[src/rtl/vga_sprite_scheduler_if.sv]
// Sprite update handshake between game logic and the scheduler.
// Master posts {sel, en, x, y, color}; slave answers with ready.
interface vga_sprite_scheduler_if;
  logic        valid;
  logic        ready;
  logic        sel;
  logic        en;
  logic [10:0] x;
  logic [10:0] y;
  logic [11:0] color;

  modport master (
    output valid,
    output sel,
    output en,
    output x,
    output y,
    output color,
    input  ready
  );

  modport slave (
    input  valid,
    input  sel,
    input  en,
    input  x,
    input  y,
    input  color,
    output ready
  );
endinterface

[src/rtl/vga_sprite_scheduler.sv]
// Two-sprite overlay scheduler: shadowed updates commit at VBlank start.
// Optional collision flag built when VGA_COLLISION_EN is defined.
module vga_sprite_scheduler #(
  parameter int SPR_W = 16,
  parameter int SPR_H = 16,
  parameter int X_MAX = 800,
  parameter int Y_MAX = 600
) (
  input  logic        CLK_100MHz,
  input  logic        RESET_N,
  input  logic [10:0] CurrentX,
  input  logic [10:0] CurrentY,
  input  logic        VBlank,
  input  logic        HBlank,
  vga_sprite_scheduler_if.slave upd,
  output logic [3:0]  redOne,
  output logic [3:0]  greenOne,
  output logic [3:0]  blueOne,
  output logic [3:0]  redTwo,
  output logic [3:0]  greenTwo,
  output logic [3:0]  blueTwo,
  output logic        yesOne,
  output logic        yesTwo,
  output logic [15:0] frame_count,
  output logic        COLLIDE
);

  localparam logic [1:0] S_SCAN   = 2'd0;
  localparam logic [1:0] S_COMMIT = 2'd1;
  localparam logic [1:0] S_HOLD   = 2'd2;

  localparam logic [10:0] X_LIM = 11'(X_MAX - SPR_W);
  localparam logic [10:0] Y_LIM = 11'(Y_MAX - SPR_H);
  localparam logic [11:0] SW12  = 12'(SPR_W);
  localparam logic [11:0] SH12  = 12'(SPR_H);

  logic [1:0]        state_q;
  logic [1:0]        state_d;
  logic              commit;

  logic [1:0]        pend_q;
  logic [1:0]        pend_d;
  logic [1:0]        sh_en_q;
  logic [1:0]        sh_en_d;
  logic [1:0][10:0]  sh_x_q;
  logic [1:0][10:0]  sh_x_d;
  logic [1:0][10:0]  sh_y_q;
  logic [1:0][10:0]  sh_y_d;
  logic [1:0][11:0]  sh_col_q;
  logic [1:0][11:0]  sh_col_d;

  logic [1:0]        act_en_q;
  logic [1:0]        act_en_d;
  logic [1:0][10:0]  act_x_q;
  logic [1:0][10:0]  act_x_d;
  logic [1:0][10:0]  act_y_q;
  logic [1:0][10:0]  act_y_d;
  logic [1:0][11:0]  act_col_q;
  logic [1:0][11:0]  act_col_d;

  logic [1:0]        hit_raw;
  logic [1:0]        yes_q;
  logic [1:0]        yes_d;
  logic [15:0]       fc_q;
  logic [15:0]       fc_d;

  logic              accept;
  logic [10:0]       x_clamp;
  logic [10:0]       y_clamp;
  logic [11:0]       px;
  logic [11:0]       py;

  assign commit    = (state_q == S_COMMIT);
  assign upd.ready = ~pend_q[upd.sel];
  assign accept    = upd.valid & upd.ready;
  assign x_clamp   = (upd.x > X_LIM) ? X_LIM : upd.x;
  assign y_clamp   = (upd.y > Y_LIM) ? Y_LIM : upd.y;
  assign px        = {1'b0, CurrentX};
  assign py        = {1'b0, CurrentY};

  // Frame FSM: one COMMIT cycle per VBlank entry.
  always_comb begin
    state_d = state_q;
    case (state_q)
      S_SCAN:   if (VBlank) state_d = S_COMMIT;
      S_COMMIT: state_d = S_HOLD;
      S_HOLD:   if (!VBlank) state_d = S_SCAN;
      default:  state_d = S_SCAN;
    endcase
  end

  // Shadow load on accept; pending flags drop at commit.
  always_comb begin
    sh_en_d  = sh_en_q;
    sh_x_d   = sh_x_q;
    sh_y_d   = sh_y_q;
    sh_col_d = sh_col_q;
    pend_d   = commit ? 2'b00 : pend_q;
    if (accept) begin
      sh_en_d[upd.sel]  = upd.en;
      sh_x_d[upd.sel]   = x_clamp;
      sh_y_d[upd.sel]   = y_clamp;
      sh_col_d[upd.sel] = upd.color;
      pend_d[upd.sel]   = 1'b1;
    end
  end

  // Pending shadows become active only on the commit cycle.
  always_comb begin
    act_en_d  = act_en_q;
    act_x_d   = act_x_q;
    act_y_d   = act_y_q;
    act_col_d = act_col_q;
    if (commit) begin
      for (int n = 0; n < 2; n++) begin
        if (pend_q[n]) begin
          act_en_d[n]  = sh_en_q[n];
          act_x_d[n]   = sh_x_q[n];
          act_y_d[n]   = sh_y_q[n];
          act_col_d[n] = sh_col_q[n];
        end
      end
    end
  end

  // Rectangle hit test against active sprites, 12-bit sums.
  always_comb begin
    hit_raw = 2'b00;
    for (int n = 0; n < 2; n++) begin
      hit_raw[n] = !VBlank && !HBlank && act_en_q[n]
        && (px >= {1'b0, act_x_q[n]})
        && (px <  ({1'b0, act_x_q[n]} + SW12))
        && (py >= {1'b0, act_y_q[n]})
        && (py <  ({1'b0, act_y_q[n]} + SH12));
    end
    yes_d = hit_raw;
  end

  // Frame counter steps once per commit, wrapping naturally.
  always_comb begin
    fc_d = fc_q;
    if (commit) fc_d = fc_q + 16'd1;
  end

  // Core state registers.
  always_ff @(posedge CLK_100MHz) begin
    if (!RESET_N) begin
      state_q   <= S_SCAN;
      pend_q    <= '0;
      sh_en_q   <= '0;
      sh_x_q    <= '0;
      sh_y_q    <= '0;
      sh_col_q  <= '0;
      act_en_q  <= '0;
      act_x_q   <= '0;
      act_y_q   <= '0;
      act_col_q <= '0;
      yes_q     <= '0;
      fc_q      <= '0;
    end else begin
      state_q   <= state_d;
      pend_q    <= pend_d;
      sh_en_q   <= sh_en_d;
      sh_x_q    <= sh_x_d;
      sh_y_q    <= sh_y_d;
      sh_col_q  <= sh_col_d;
      act_en_q  <= act_en_d;
      act_x_q   <= act_x_d;
      act_y_q   <= act_y_d;
      act_col_q <= act_col_d;
      yes_q     <= yes_d;
      fc_q      <= fc_d;
    end
  end

`ifdef VGA_COLLISION_EN
  logic flag_q;
  logic flag_d;
  logic collide_q;
  logic collide_d;

  // Sticky overlap flag; published and cleared at commit.
  always_comb begin
    flag_d    = flag_q | (&hit_raw);
    collide_d = collide_q;
    if (commit) begin
      collide_d = flag_q;
      flag_d    = 1'b0;
    end
  end

  // Collision registers.
  always_ff @(posedge CLK_100MHz) begin
    if (!RESET_N) begin
      flag_q    <= 1'b0;
      collide_q <= 1'b0;
    end else begin
      flag_q    <= flag_d;
      collide_q <= collide_d;
    end
  end

  assign COLLIDE = collide_q;
`else
  assign COLLIDE = 1'b0;
`endif

  assign yesOne      = yes_q[0];
  assign yesTwo      = yes_q[1];
  assign frame_count = fc_q;
  assign redOne      = act_col_q[0][11:8];
  assign greenOne    = act_col_q[0][7:4];
  assign blueOne     = act_col_q[0][3:0];
  assign redTwo      = act_col_q[1][11:8];
  assign greenTwo    = act_col_q[1][7:4];
  assign blueTwo     = act_col_q[1][3:0];

endmodule

[src/flat_wrapper.sv]
// flat-port wrapper written by rule: the top's interface ports become plain ports
module vga_sprite_scheduler_flat 
#(
  parameter int SPR_W = 16,
  parameter int SPR_H = 16,
  parameter int X_MAX = 800,
  parameter int Y_MAX = 600
)
  (CLK_100MHz, RESET_N, CurrentX, CurrentY, VBlank, HBlank, redOne, greenOne, blueOne, redTwo, greenTwo, blueTwo, yesOne, yesTwo, frame_count, COLLIDE, upd_valid, upd_sel, upd_en, upd_x, upd_y, upd_color, upd_ready);
  vga_sprite_scheduler_if upd_i ();
  input  logic CLK_100MHz;
  input  logic RESET_N;
  input  logic [10:0] CurrentX;
  input  logic [10:0] CurrentY;
  input  logic VBlank;
  input  logic HBlank;
  output logic [3:0] redOne;
  output logic [3:0] greenOne;
  output logic [3:0] blueOne;
  output logic [3:0] redTwo;
  output logic [3:0] greenTwo;
  output logic [3:0] blueTwo;
  output logic yesOne;
  output logic yesTwo;
  output logic [15:0] frame_count;
  output logic COLLIDE;
  input wire logic [$bits(upd_i.valid)-1:0] upd_valid;
  input wire logic [$bits(upd_i.sel)-1:0] upd_sel;
  input wire logic [$bits(upd_i.en)-1:0] upd_en;
  input wire logic [$bits(upd_i.x)-1:0] upd_x;
  input wire logic [$bits(upd_i.y)-1:0] upd_y;
  input wire logic [$bits(upd_i.color)-1:0] upd_color;
  output wire logic [$bits(upd_i.ready)-1:0] upd_ready;
  assign upd_i.valid = upd_valid;
  assign upd_i.sel = upd_sel;
  assign upd_i.en = upd_en;
  assign upd_i.x = upd_x;
  assign upd_i.y = upd_y;
  assign upd_i.color = upd_color;
  assign upd_ready = upd_i.ready;
  vga_sprite_scheduler #(.SPR_W(SPR_W), .SPR_H(SPR_H), .X_MAX(X_MAX), .Y_MAX(Y_MAX)) u_core (.CLK_100MHz(CLK_100MHz), .RESET_N(RESET_N), .CurrentX(CurrentX), .CurrentY(CurrentY), .VBlank(VBlank), .HBlank(HBlank), .upd(upd_i), .redOne(redOne), .greenOne(greenOne), .blueOne(blueOne), .redTwo(redTwo), .greenTwo(greenTwo), .blueTwo(blueTwo), .yesOne(yesOne), .yesTwo(yesTwo), .frame_count(frame_count), .COLLIDE(COLLIDE));
endmodule
[config.mk]
export PLATFORM = sky130hd
export DESIGN_NAME = vga_sprite_scheduler_flat
export DESIGN_NICKNAME = d
export VERILOG_FILES = /design/src/rtl/vga_sprite_scheduler_if.sv /design/src/rtl/vga_sprite_scheduler.sv /design/src/flat_wrapper.sv
export SDC_FILE = /design/constraint.sdc
export NUM_CORES = 1
export LEC_CHECK = 0
export CORE_MARGIN = 5
export CORE_UTILIZATION = 40
export CTS_BUF_LIST = sky130_fd_sc_hd__clkbuf_8
export CTS_CLUSTER_SIZE = 20
export DETAILED_ROUTE_END_ITERATION = 10
export PLACE_DENSITY_LB_ADDON = 0.12
export SLEW_MARGIN = 5
export SYNTH_ARGS = -nofsm -noshare
export SYNTH_HDL_FRONTEND = slang
export SYNTH_SLANG_ARGS = --single-unit
[constraint.sdc]
create_clock -name CLK_100MHz -period 2.4 [get_ports CLK_100MHz]
set_input_delay 0.48 -clock CLK_100MHz [delete_from_list [all_inputs] [get_ports CLK_100MHz]]
set_output_delay 0.48 -clock CLK_100MHz [all_outputs]
set_load 0.1 [all_outputs]
==> impl_metrics.json, run 1 <==
{
  "hp-start": "u_core.sh_x_q[4]",
  "start_util_pct": 41.0,
  "critPathLaunchType": "flip-flop",
  "period_minus_slack_ps": 2180,
  "vias": 6809,
  "register_area_mm2": 0.00325,
  "hold-worst-slack_ps": 444,
  "tns_ps": 0,
  "drt_iter0_markers": 255,
  "hold_buffers": 0,
  "cts_setup_buffers": 0,
  "via_per_inst": 4.94,
  "grt_pass1_vias": 6545,
  "synth_nets": 1128,
  "hold_end": "u_core.act_x_q[4]",
  "cts-htree-levels": 4,
  "multi_input_area_mm2": 0.00438,
  "critPathKind": "reg2reg",
  "root_buffer": "clkbuf_8",
  "hold_depth": 2,
  "grt_setup_unrepaired": "no",
  "setup_viol": 0,
  "hp-class": "reg2reg",
  "nFillCells": 1998,
  "rr_startpoint": "u_core.act_x_q[4]",
  "layout-drive-gt1-share_pct": 11.3,
  "antenna_found_initial": 0,
  "p_leak_nw": 3.61,
  "fmax_ghz": 0.458,
  "clock_latency_ps": 450,
  "rr_worst_depth": 9,
  "antenna-diode-count": 0,
  "hold_viol_final": 0,
  "worst_pin_slew_ps": 661,
  "synth_ff_type": "dfxtp_1",
  "die_x_um": 152,
  "stdcell_area_mm2": 0.00982,
  "chipHeight_um": 152,
  "post_drt_wl_per_cell_um": 14.5,
  "avgSynthCellArea_um2": 8.13,
  "drv_slew": 0,
  "area_delta_synth_final_pct": 22.4,
  "cts_num_sinks": 162,
  "synth.yosys.seq_area_share_pct": 40.4,
  "timing.slew.headroom_pct": 55.9,
  "port_buffers": 105,
  "cts_tree": "done",
  "overflow": 0,
  "synth_edf_count": 0,
  "critPathMaxStageDelay_ps": 370,
  "coreArea_mm2": 0.0196,
  "ir_drop_uv": 381,
  "cts_made_buffers": 17,
  "cp-startpoint": "u_core.act_x_q[4]",
  "endpoint_kind": "flip-flop",
  "firstDrtPassIters": 4,
  "row_count": 51,
  "ios": 107,
  "cp.required_ps": 2800,
  "netlist_area_mm2": 0.00803,
  "async_flop_share_pct": 0,
  "grt_usage_pct": 17.8,
  "dp_hpwl_um": 14400,
  "synth_cells": 988,
  "cts.path.max_buffers": 2,
  "rrSetupSlack_ps": 220,
  "crit_path_cell_trace": "inv_1 > nor3_1 > nand3_1 > xnor2_1 > ha_1 > a2111oi_1 > o21ai_0 > o221ai_1 > and4_1",
  "cp_max_fo": 5,
  "netlist-cell-type-count": 54,
  "fin_worst_skew_ps": 9.41,
  "cp_slowest_cell": "dfxtp_2",
  "power_density_mw_per_mm2": 559,
  "grt_pass1_wl_um": 32700,
  "min_period_over_period_pct": 90.9,
  "clk_pin_slew_ps": 80,
  "rr_endpoint": "u_core.yes_q[0]",
  "ant_nets": 0,
  "grt_start_max_net_pins": 145,
  "drv_cap": 0,
  "routed_wl_um": 20000,
  "fin_nets": 1240,
  "worstPathArrival_ps": 2580,
  "place_congestion": 0.874,
  "synth-seq-cells": 162,
  "yosys_warnings": 0,
  "die-area_mm2": 0.0230,
  "status": "complete, no violations",
  "post-route-drc-count": 0,
  "placed_cell_area_mm2": 0.00940
}
-- repair_timing --
action,CTS,global route
hold endpoints to repair,0,0
setup endpoints to repair,0,1
resized for setup,0,3
-- state kept, by name, summed over array words and instances (netlist names) --
register,cells
u_core.pend_q,2
u_core.sh_col_q,24
u_core.sh_y_q,22
u_core.act_en_q,2
u_core.redTwo,4
u_core.yes_q,2
u_core.redOne,4
u_core.greenOne,4
u_core.greenTwo,4
u_core.act_x_q,22
u_core.sh_en_q,2
u_core.blueOne,4
u_core.sh_x_q,22
u_core.blueTwo,4
u_core.frame_count,16
u_core.state_q,2
u_core.act_y_q,22
-- cell type report --
cell class / instances / share of cell area (%)
clock buffer: 18 / 2.52
clock inverter: 13 / 1.71
inverter: 52 / 2.01
multi-input combinational: 726 / 44.6
sequential: 162 / 33.0
tap: 265 / 3.38
timing repair buffer: 141 / 12.7
-- kinds of logic (layout without fill, tap and decap cells) --
group | Yosys count | count (layout) | share of synthesized area, %
muxes | 1 | 1 | 0.125
buffers and inverters | 100 | 224 | 5.13
adders and majority gates | 77 | 77 | 12.0
and+or+nand+nor | 387 | 387 | 21.9
AOI/OAI and AO/OA | 228 | 228 | 16.9
DFF | 162 | 162 | 40.4
other | 1 | 1 | 0.0467
xor gates and xnor gates | 32 | 32 | 3.49
-- report_power, final --
group	total [W]	internal, W	switching, W
logic	0.000621	0.000270	0.000350
clock network	0.00210	0.00114	0.000959
registers	0.00277	0.00274	0.0000334
total	0.00549	0.00415	0.00134
-- worst max-delay path: cells and delay by family, from the launching register on --
family          cells  cell delay, ps
simple gates        3             560
buf+inv             1              70
fa+ha+maj           1             290
xor+xnor            1             160
compound gates      3             690
flops               1             370
-- how the worst max path moves through the flow --
stage	to	slack [ps]	cells after the start
2_1_floorplan	u_core.frame_count[15]	270	5
3_3_place_gp	u_core.yes_q[0]	-90	8
3_5_place_dp	u_core.yes_q[0]	-110	8
4_1_cts	u_core.yes_q[0]	160	9
5_1_grt	u_core.yes_q[0]	5	9
6_report	u_core.yes_q[0]	220	9
-- cell usage after synthesis, types with 2 or more instances --
master	count	area, µm²
o31a_1	2	17.5
nand4_1	6	37.5
o21ai_0	17	85.1
nor2b_1	11	68.8
nor3_1	9	45.0
and2_1	3	18.8
nor2_1	42	158
buf_1	2	7.51
o21a_1	2	15.0
and4_1	2	17.5
nor4b_2	2	30.0
o2111ai_1	2	17.5
a21o_1	12	90.1
o221ai_1	3	26.3
nand2b_1	3	18.8
a31oi_1	2	12.5
dfxtp_1	162	3240
a2111oi_0	4	35.0
and3_1	13	81.3
xor2_1	6	52.6
a21oi_1	147	736
buf_4	7	52.6
or3_1	4	25.0
inv_1	51	191
a32o_1	10	100
a221oi_1	2	17.5
nand4b_1	2	17.5
clkbuf_1	31	116
a211oi_1	13	97.6
buf_2	8	40.0
nand3_1	38	190
ha_1	77	963
xnor2_1	26	228
nand3b_1	6	45.0
nor3_2	2	20.0
o211ai_1	6	45.0
nand2_1	236	886
-- cells in the final DEF, fill, tap and decap left out, types with 7 or more instances in the layout --
master             n
xnor2_1           26
clkdlybuf4s50_1   62
inv_1             52
ha_1              77
clkbuf_8          18
nor3_1             9
clkinv_2           7
nor2_1            41
dfxtp_1          160
a211oi_1          13
and3_1            13
a21o_1            12
a21oi_1          147
nand2_1          236
a32o_1            10
nor2b_1           11
o21ai_0           17
nand3_1           38
buf_4             76
-- layer usage --
metal | wire, µm | global-route usage (%)
met1 | 10200 | 25.1
met2 | 8590 | 27.1
met3 | 941 | 4.49
met4 | 292 | 5.08
met5 | 0 | 0
-- metrics by stage --
step / power [W] / instances / utilization [%] / setup slack [ps]
3_3_place_gp: 0.00346 / 1346 / 48.0 / -88.3
2_1_floorplan: 0.00319 / 988 / - / 268
3_5_place_dp: 0.00346 / 1346 / 48.0 / -106
4_1_cts: 0.00556 / 1377 / 50.1 / 163
6_report: 0.00549 / 1377 / 50.1 / 219
5_1_grt: 0.00575 / 1377 / 50.1 / 5.36
Power figures use the tool's default switching activity.
==> run 2: changes to the inputs <==
==> constraint.sdc (replaced) <==
create_clock -name CLK_100MHz -period 2 [get_ports CLK_100MHz]
set_input_delay 0.4 -clock CLK_100MHz [delete_from_list [all_inputs] [get_ports CLK_100MHz]]
set_output_delay 0.4 -clock CLK_100MHz [all_outputs]
set_load 0.1 [all_outputs]
==> impl_metrics.json, run 2 (same netlist as run 1, synthesis figures left out) <==
{
  "fin_worst_skew_ps": 10.5,
  "layout-drive-gt1-share_pct": 18.9,
  "rr_startpoint": "u_core.act_y_q[15]",
  "layout_setup_ws_ps": -58.8,
  "rr_worst_depth": 9,
  "chipHeight_um": 152,
  "post-route-drc-count": 0,
  "ir_drop_uv": 417,
  "clock_latency_ps": 450,
  "pwr-share-comb_pct": 11.8,
  "final_cell_mix": "nand2_1 (236), a21oi_1 (145), dfxtp_1 (145)",
  "tns_ps": -92.1,
  "hp-class": "reg2reg",
  "swShare_pct": 24.1,
  "cts-htree-levels": 4,
  "drv_cap": 0,
  "place_congestion": 0.806,
  "worstPathArrival_ps": 2430,
  "power_switching_w": 0.00168,
  "drv_slew": 0,
  "final_common_cell": "nand2_1",
  "fmax_ghz": 0.486,
  "cts_tree": "done",
  "min_period_over_period_pct": 103,
  "die-area_mm2": 0.0230,
  "seqPwrFrac_pct": 47.5,
  "cp-startpoint": "u_core.act_y_q[15]",
  "rr_endpoint": "u_core.yes_q[1]",
  "cell_internal_pwr_w": 0.00532,
  "cts_num_sinks": 162,
  "postLayoutCoreUtil_pct": 54.1,
  "die_x_um": 152,
  "grt_pass1_wl_um": 33700,
  "overflow": 0,
  "critPathKind": "reg2reg",
  "post_drt_wl_per_cell_um": 14.4,
  "via_per_inst": 4.88,
  "period_minus_slack_ps": 2060,
  "fin_nets": 1297,
  "rrSetupSlack_ps": -60,
  "grt_pass1_vias": 6709,
  "firstDrtPassIters": 4,
  "antenna_found_initial": 0,
  "setup_viol": 2,
  "clk_pin_slew_ps": 90,
  "ios": 107,
  "area_delta_synth_final_pct": 31.9,
  "coreArea_mm2": 0.0196,
  "cts.path.max_buffers": 2,
  "critPathLaunchType": "flip-flop",
  "port_buffers": 105,
  "grt_setup_unrepaired": "yes",
  "hold_viol_final": 0,
  "hold_end": "u_core.act_x_q[15]",
  "root_buffer": "clkbuf_8",
  "hold_depth": 2,
  "row_count": 51,
  "p_leak_nw": 3.95,
  "violations": "negative setup slack",
  "cp_max_fo": 4,
  "hold_buffers": 0,
  "start_util_pct": 41.0,
  "power_density_mw_per_mm2": 661,
  "grt_start_max_net_pins": 107,
  "drt_iter0_markers": 335,
  "largest_reg_flops": 24,
  "top_register": "u_core.sh_col_q",
  "status": "complete, but fails checks",
  "cts_made_buffers": 17,
  "grt_usage_pct": 18.4,
  "routed_wl_um": 20600,
  "vias": 6999,
  "ant_nets": 0,
  "endpoint_kind": "flip-flop",
  "cp.required_ps": 2370,
  "pwr-share-clk_pct": 40.6,
  "hp-start": "u_core.sh_x_q[15]",
  "antenna-diode-count": 0,
  "dp_hpwl_um": 15000
}
run 2: layer usage:
metal  wire [µm]  GRT usage [%]  vias up
met4         246           5.12        0
met2        8920           27.7      113
met1       10600           26.7     3143
met3         875           3.84       18
li1            -              -     3725
met5           0              0        -
run 2: power by group through the flow:
stage               clock network, W  logic, W  registers [W]
global placement                   0  0.000810        0.00341
floorplan                          0  0.000398        0.00343
global route                 0.00308  0.000915        0.00334
detailed placement                 0  0.000814        0.00341
finish                       0.00284  0.000829        0.00333
CTS                          0.00293  0.000823        0.00333
run 2: cell type report:
class                      instances  area [µm²]
fill                            1913        9000
clock buffer                      18         248
clock inverter                    14         236
timing repair buffer             198        1770
sequential                       162        3270
inverter                          52         198
tap                              265         332
multi-input combinational        726        4540
run 2: worst max-delay path by stage:
stage                                  end  slack [ps]  cells past startpoint
floorplan           u_core.frame_count[15]          10                      4
global placement           u_core.yes_q[1]        -350                      8
detailed placement         u_core.yes_q[1]        -390                      8
CTS                        u_core.yes_q[1]         -60                      9
global route               u_core.yes_q[0]        -190                      9
finish                     u_core.yes_q[1]         -60                      9
run 2: metrics by stage:
| stage | cell area, µm² | std cells | power, W | hold WS [ps] | setup slack [ps] |
|---|---|---|---|---|---|
| finish | 10600 | 1435 | 0.00700 | 436 | -58.8 |
| global placement | 9890 | 1398 | 0.00422 | 438 | -350 |
| floorplan | 8040 | 988 | 0.00383 | 427 | 11.9 |
| global route | 10600 | 1435 | 0.00734 | 452 | -190 |
| CTS | 10400 | 1431 | 0.00708 | 440 | -64.5 |
| detailed placement | 9890 | 1398 | 0.00422 | 442 | -387 |
run 2: what timing repair did:
| action | CTS | global route |
|---|---|---|
| buffers inserted | 1 | 4 |
| gates resized for setup | 19 | 23 |
| endpoints found under the setup margin | 2 | 2 |
| pin swaps | 0 | 11 |
run 2: critical path, cell delays in order (launching register included):
cell     delay [ps]
dfxtp_2         370
and3_4          200
nand3_4          80
xnor2_2         150
ha_1            300
a21o_1          190
a21oi_2         140
nor2b_4         170
a31oi_4         100
nor4b_2         270
